## src/rtl/vram_pkg.sv

```systemverilog
// vram_pkg: shared types and constants for the pixel-plane VRAM arbiter.
//   VRAMPX_ADDR_W / VRAMPX_DATA_W : VRAM geometry (17-bit address, 8-bit data)
//   rd_state_e                    : CPU read sequencer states
//   wr_entry_t                    : one posted CPU write (address + data)
package vram_pkg;

    localparam int VRAMPX_ADDR_W = 17;
    localparam int VRAMPX_DATA_W = 8;

    typedef enum logic [1:0] {
        IDLE    = 2'd0,
        RD_PEND = 2'd1,
        RD_WAIT = 2'd2
    } rd_state_e;

    typedef struct packed {
        logic [VRAMPX_ADDR_W-1:0] addr;
        logic [VRAMPX_DATA_W-1:0] data;
    } wr_entry_t;

endpackage

```

## src/rtl/vram_wr_fifo.sv

```systemverilog
// vram_wr_fifo: synchronous FIFO holding posted CPU writes.
//   clk, resetn      : clock, asynchronous active-low reset (empties the FIFO)
//   push, push_ent   : enqueue request and entry (ignored when full)
//   pop              : dequeue request (ignored when empty)
//   head             : entry at the read pointer
//   full, empty      : status derived from the occupancy register
// Pointers are log2(DEPTH) bits and wrap naturally; occupancy is one bit wider.
module vram_wr_fifo
    import vram_pkg::*;
#(
    parameter int DEPTH = 4
) (
    input  logic      clk,
    input  logic      resetn,
    input  logic      push,
    input  wr_entry_t push_ent,
    input  logic      pop,
    output wr_entry_t head,
    output logic      full,
    output logic      empty
);

    localparam int PW = $clog2(DEPTH);
    localparam logic [PW:0] FULL_CNT = (PW+1)'(DEPTH);

    wr_entry_t     store [DEPTH];
    logic [PW-1:0] wr_ptr;
    logic [PW-1:0] rd_ptr;
    logic [PW:0]   count;
    logic          do_push;
    logic          do_pop;

    // Full is judged on occupancy before this cycle's pop, so a push into a
    // full FIFO is refused even when a pop happens in the same cycle.
    assign full    = (count == FULL_CNT);
    assign empty   = (count == '0);
    assign do_push = push & ~full;
    assign do_pop  = pop & ~empty;
    assign head    = store[rd_ptr];

    always_ff @(posedge clk or negedge resetn) begin
        if (!resetn) begin
            wr_ptr <= '0;
            rd_ptr <= '0;
            count  <= '0;
        end else begin
            if (do_push) wr_ptr <= wr_ptr + 1'b1;
            if (do_pop)  rd_ptr <= rd_ptr + 1'b1;
            case ({do_push, do_pop})
                2'b10:   count <= count + 1'b1;
                2'b01:   count <= count - 1'b1;
                default: count <= count;
            endcase
        end
    end

    // Storage needs no reset: only entries below the occupancy are ever read.
    always_ff @(posedge clk) begin
        if (do_push) store[wr_ptr] <= push_ent;
    end

endmodule

```

## src/rtl/vram_px_arbiter.sv

```systemverilog
// vram_px_arbiter: shares the single-port pixel-plane VRAM between the pixel
// engine (absolute priority) and the CPU bus (posted writes, ordered reads).
//   clk, resetn                          : clock, async active-low reset
//   gpu_req/gpu_addr -> gpu_q/gpu_valid  : pixel fetch, data one cycle later
//   cpu_start/cpu_we/cpu_addr/cpu_data   : CPU access strobe and operands
//   cpu_q/cpu_done/cpu_busy              : CPU read data, completion, busy
//   mem_addr/mem_d/mem_we/mem_q          : VRAM port (registered read data)
// Optional build macro VRAM_PX_ARBITER_STATS_EN adds stat_clr (in) and
// stat_stall (out, 16-bit saturating count of CPU cycles stalled by video).
// ADDR_W/DATA_W must not exceed the package widths used for FIFO entries.
module vram_px_arbiter
    import vram_pkg::*;
#(
    parameter int FIFO_DEPTH = 4,
    parameter int ADDR_W     = VRAMPX_ADDR_W,
    parameter int DATA_W     = VRAMPX_DATA_W
) (
    input  logic              clk,
    input  logic              resetn,
    input  logic              gpu_req,
    input  logic [ADDR_W-1:0] gpu_addr,
    output logic [DATA_W-1:0] gpu_q,
    output logic              gpu_valid,
    input  logic              cpu_start,
    input  logic              cpu_we,
    input  logic [ADDR_W-1:0] cpu_addr,
    input  logic [DATA_W-1:0] cpu_data,
    output logic [DATA_W-1:0] cpu_q,
    output logic              cpu_done,
    output logic              cpu_busy,
    output logic [ADDR_W-1:0] mem_addr,
    output logic [DATA_W-1:0] mem_d,
    output logic              mem_we,
    input  logic [DATA_W-1:0] mem_q
`ifdef VRAM_PX_ARBITER_STATS_EN
    ,
    input  logic              stat_clr,
    output logic [15:0]       stat_stall
`endif
);

    rd_state_e         state;
    logic [ADDR_W-1:0] rd_addr;
    logic [ADDR_W-1:0] addr_hold;
    logic              fifo_full;
    logic              fifo_empty;
    logic              wr_acc;
    logic              rd_acc;
    logic              pop;
    logic              rd_issue;
    wr_entry_t         push_ent;
    wr_entry_t         head;

    assign cpu_busy = (state != IDLE) | fifo_full;
    assign wr_acc   = cpu_start & cpu_we & ~cpu_busy;
    assign rd_acc   = cpu_start & ~cpu_we & ~cpu_busy;

    // Slot priority: video fetch, then posted writes, then the pending read.
    // The read waits for an empty FIFO so it observes every earlier write.
    assign pop      = ~gpu_req & ~fifo_empty;
    assign rd_issue = ~gpu_req & fifo_empty & (state == RD_PEND);

    assign push_ent.addr = VRAMPX_ADDR_W'(cpu_addr);
    assign push_ent.data = VRAMPX_DATA_W'(cpu_data);

    vram_wr_fifo #(.DEPTH(FIFO_DEPTH)) u_wr_fifo (
        .clk      (clk),
        .resetn   (resetn),
        .push     (wr_acc),
        .push_ent (push_ent),
        .pop      (pop),
        .head     (head),
        .full     (fifo_full),
        .empty    (fifo_empty)
    );

    // Idle slots keep the last address on the bus to avoid needless toggling.
    always_comb begin
        mem_addr = addr_hold;
        mem_d    = '0;
        mem_we   = 1'b0;
        if (gpu_req) begin
            mem_addr = gpu_addr;
        end else if (pop) begin
            mem_addr = ADDR_W'(head.addr);
            mem_d    = DATA_W'(head.data);
            mem_we   = 1'b1;
        end else if (rd_issue) begin
            mem_addr = rd_addr;
        end
    end

    assign gpu_q = gpu_valid ? mem_q : '0;

    always_ff @(posedge clk or negedge resetn) begin
        if (!resetn) begin
            addr_hold <= '0;
            gpu_valid <= 1'b0;
            cpu_done  <= 1'b0;
        end else begin
            addr_hold <= mem_addr;
            gpu_valid <= gpu_req;
            // Writes are acknowledged as soon as they are posted.
            cpu_done  <= wr_acc | (state == RD_WAIT);
        end
    end

    always_ff @(posedge clk or negedge resetn) begin
        if (!resetn) begin
            state   <= IDLE;
            rd_addr <= '0;
            cpu_q   <= '0;
        end else begin
            case (state)
                IDLE: begin
                    if (rd_acc) begin
                        rd_addr <= cpu_addr;
                        state   <= RD_PEND;
                    end
                end
                RD_PEND: begin
                    if (rd_issue) state <= RD_WAIT;
                end
                RD_WAIT: begin
                    cpu_q <= mem_q;
                    state <= IDLE;
                end
                default: state <= IDLE;
            endcase
        end
    end

`ifdef VRAM_PX_ARBITER_STATS_EN
    always_ff @(posedge clk or negedge resetn) begin
        if (!resetn) begin
            stat_stall <= '0;
        end else if (stat_clr) begin
            stat_stall <= '0;
        end else if (gpu_req && (!fifo_empty || state == RD_PEND) &&
                     stat_stall != 16'hFFFF) begin
            stat_stall <= stat_stall + 16'd1;
        end
    end
`endif

endmodule

```

## config.mk

```make
export PLATFORM = sky130hd
export DESIGN_NAME = vram_px_arbiter
export DESIGN_NICKNAME = d
export VERILOG_FILES = /design/src/rtl/vram_pkg.sv /design/src/rtl/vram_wr_fifo.sv /design/src/rtl/vram_px_arbiter.sv
export SDC_FILE = /design/constraint.sdc
export NUM_CORES = 1
export LEC_CHECK = 0
export ABC_AREA = 0
export BUFFER_PORTS_ARGS = -buffer_cell sky130_fd_sc_hd__buf_2
export CAP_MARGIN = 20
export CELL_PAD_IN_SITES_DETAIL_PLACEMENT = 2
export CELL_PAD_IN_SITES_GLOBAL_PLACEMENT = 2
export CORE_MARGIN = 2
export CORE_UTILIZATION = 41
export CTS_CLUSTER_SIZE = 40
export DETAILED_ROUTE_END_ITERATION = 8
export PLACE_DENSITY_LB_ADDON = 0.1
export SLEW_MARGIN = 20
export SYNTH_ARGS = -nofsm -noshare
export SYNTH_HDL_FRONTEND = slang
export SYNTH_SLANG_ARGS = --single-unit
```

## constraint.sdc

```tcl
create_clock -name clk -period 3.5 [get_ports clk]
set_input_delay 0.525 -clock clk [delete_from_list [all_inputs] [get_ports clk]]
set_output_delay 0.525 -clock clk [all_outputs]
set_load 0.005 [all_outputs]
```

==> summary.txt <==
Critical path
  – FF-to-FF End: u_wr_fifo.count[2]
  – WP data required: 2.97 ns
  – Crit Path Max Fanout: 17
  – Critical path startpoint category: flip-flop
  – Worst r2r src: u_wr_fifo.count[0]
  – Setup crit end kind: output port
  – Crit Path Class: flip-flop to output port
  – Worst path arrival time: approximately 2.5 ns
  – Worst r2r path cells: 9
  – FF-to-FF setup slack: 0.84 ns

Global route
  – Largest net degree at the start of global routing: 30
  – Met2 usage: 36.4%
  – Met3 Use GR: 4.24%
  – GRT overflow: 0
  – Global-route track usage on met1: 25.3%
  – Vias in the first global route: 4403
  – Antenna violations before repair: 0
  – Global-route wire length before repair: 24900 um
  – GRT Resource Usage Total: 20.5%
  – Top Usage Layer GRT: met2

Routing
  – DR DRC count: 0
  – Drt via density: about 5.5
  – Number of DRC markers in iteration 0: 201
  – Routed wire length: 15800 um
  – Antenna Nets Post-Route: 0
  – Initial DRT Pass Iterations: 4
  – DR WL/cell: 22.5 um
  – Routed via count: 3884

STA
  – Period utilization: 85.7%
  – Unrepaired setup endpoints after global routing: false
  – Setup TNS Final: 0 ns
  – Worst Clk Skew: ~0.0057 ns
  – Endpoints failing setup: 0
  – Final min period: 3.00 ns
  – Slew HR: 33.4%
  – Slew @ Worst Pin: 0.999 ns
  – Final hold violation count: 0
  – Peak Freq: 334 MHz
  – Setup WS post-layout: 0.502 ns
  – Slew Limit Fails: 0

Run status
  – Status: completed

Placed design
  – Placed Cells: 670
  – Post-DP Area: 7110 um2
  – Placer Congestion: ~0.68
  – Setup slack at placement: 0.754 ns
  – Buffers on Ports: 99
  – HPWL after DPL: 10400 um

Yosys
  – Synth Area per Inst: 16.3 um2
  – Commonest cells in the synthesized netlist: edfxtp_1, dfrtp_1, and2_1, mux4_2, nand2_1
  – Post-synth top area share: 46.9%
  – Post-synthesis sequential area ratio: 67.6%
  – Mapped Cells: between 300 and 400
  – Yosys cell types: 37
  – Ys async rst share: between 30% and 40%
  – Synth top area cells: edfxtp_1, dfrtp_1, mux4_2
  – Post-synth EDFFs: 100
  – Mapped Nets: 453
  – Cell area after synthesis: 6400 um2
  – Cell accounting for the most synthesized area: edfxtp_1
  – Synth warn: 0
  – Cell with the most instances after synthesis: edfxtp_1
  – Ys flop type: edfxtp_1
  – #FFs+latches synth: 153

Final layout
  – Fin area: between 7000 and 8000 um2
  – Layout cells sized above 1: about two fifths
  – Area delta synth->final: 20.7%
  – Ant diodes: 0
  – Final nets: 562
  – Finished Layout Cells: 702

Floorplanning
  – Die Wd: approximately 130 um
  – CORE AREA: 15200 um2
  – Starting density of the core: 42.1%
  – Cell row count: 45
  – Die Ht: 129 um
  – Die Footprint: approximately 17000 um2
  – IO Count: 100

Power
  – P_sw: 0.00182 W
  – P_int: 0.00429 W
  – Clock group share of total power: 31.2%
  – Sw Ratio: between 20% and 30%
  – Share of power burned in registers: between 40% and 50%
  – Maximum VDD drop: 392 uV
  – Design Power: 0.00612 W
  – Leak Pwr: 2.98 nW
  – Power Dens Cells: 792 nW/um2
  – Combinational Power Share: approximately 28%

Clock tree
  – Clk sinks: 153
  – Worst skew pair latency: 0.41 ns
  – H-tree Lvls: 4
  – CTS tree: yes
  – Clock slew at reported path FFs: 0.06 ns
  – Num CTS Buffers: 17
  – CTS Hold Bufs: 0
  – Post-CTS setup buffers: 0
  – Root buffer cell: clkbuf_16
  – Post-cts resize count: 0
  – Clock buffer depth: 2

Min path
  – Class of the worst hold path: input pin to async pin

Job
  – Max-Cap Viols: 0
-- power by group through the flow --
stage	combinational, W	clock [W]	sequential, W
floorplan	0.00116	0	0.00247
global placement	0.00166	0	0.00253
detailed placement	0.00171	0	0.00255
CTS	0.00173	0.00195	0.00252
global route	0.00187	0.00201	0.00256
finish	0.00169	0.00191	0.00252
-- stage by stage --
stage / hold slack, ns / utilization (%)
2_1_floorplan: 0.229 / -
3_5_place_dp: 0.484 / 46.8
3_3_place_gp: 0.475 / 46.8
5_1_grt: 0.222 / 50.8
6_report: 0.179 / 50.8
4_1_cts: 0.188 / 50.8
-- critical path, cell delays in order (launching register included) --
cell	delay [ns]
dfrtp_2	0.51
buf_4	0.38
mux4_2	0.56
a211oi_1	0.29
a41oi_1	0.11
buf_2	0.19
-- flip-flops by register name (all words and copies together) (netlist names) --
register	cells
u_wr_fifo.store	100
state	2
u_wr_fifo.count	3
addr_hold	17
gpu_valid	1
u_wr_fifo.wr_ptr	2
rd_addr	17
cpu_q	8
cpu_done	1
u_wr_fifo.rd_ptr	2
-- final cells by class --
cell class | instances | area, um2
repair buffers | 115 | 616
clock inverters | 10 | 143
inverters | 11 | 41.3
fillers | 1425 | 7480
clock buffers | 22 | 474
flip-flops and latches | 153 | 4330
multi-input cells | 203 | 1890
well taps | 188 | 235
-- worst max path at each step --
| stage | from | end | depth (start not counted) |
|---|---|---|---|
| 3_5_place_dp | gpu_req | mem_addr[4] | 5 |
| 6_report | u_wr_fifo.rd_ptr[0] | mem_addr[5] | 5 |
| 4_1_cts | u_wr_fifo.rd_ptr[0] | mem_addr[11] | 5 |
| 2_1_floorplan | u_wr_fifo.count[2] | u_wr_fifo.store[0][0] | 3 |
| 3_3_place_gp | gpu_req | mem_addr[4] | 5 |
| 5_1_grt | u_wr_fifo.rd_ptr[0] | mem_addr[11] | 5 |
-- metal layers --
metal / vias up / part of all wire (%)
li1: 1731 / -
met4: 0 / 1.1
met1: 2049 / 41
met3: 15 / 4.1
met2: 89 / 54
met5: - / 0
-- logic make-up (layout without fill, tap and decap cells) --
kind of cell / after synthesis / in the layout / share of synthesized area (%)
XOR/XNOR: 6 / 6 / 0.821
AO/OA/AOI/OAI: 52 / 52 / 5.79
flip-flops: 153 / 153 / 67.6
multiplexers: 52 / 52 / 13.5
adder cells (fa/ha/maj): 6 / 6 / 1.29
AND/OR/NAND/NOR: 87 / 87 / 7.90
buffers and inverters: 36 / 158 / 3.03
-- layout by cell type (no fill, tap or decap), types with 3 or more instances in the layout --
master and instances:
nand2_1 19, and3_1 8, inv_1 10, clkinvlp_4 4
mux4_2 25, mux2_1 9, nor2_1 3, clkbuf_8 3
dfrtp_1 52, buf_2 99, a211oi_1 17, buf_4 16
edfxtp_1 100, o21ai_0 9, o21ai_1 8, and2_1 25
bufinv_16 3, xnor2_1 4, clkbuf_16 17, ha_1 5
a41oi_1 17, nor2_2 4, mux2_2 17, nand3_1 18
No activity file was read; power rests on OpenSTA's default activity.
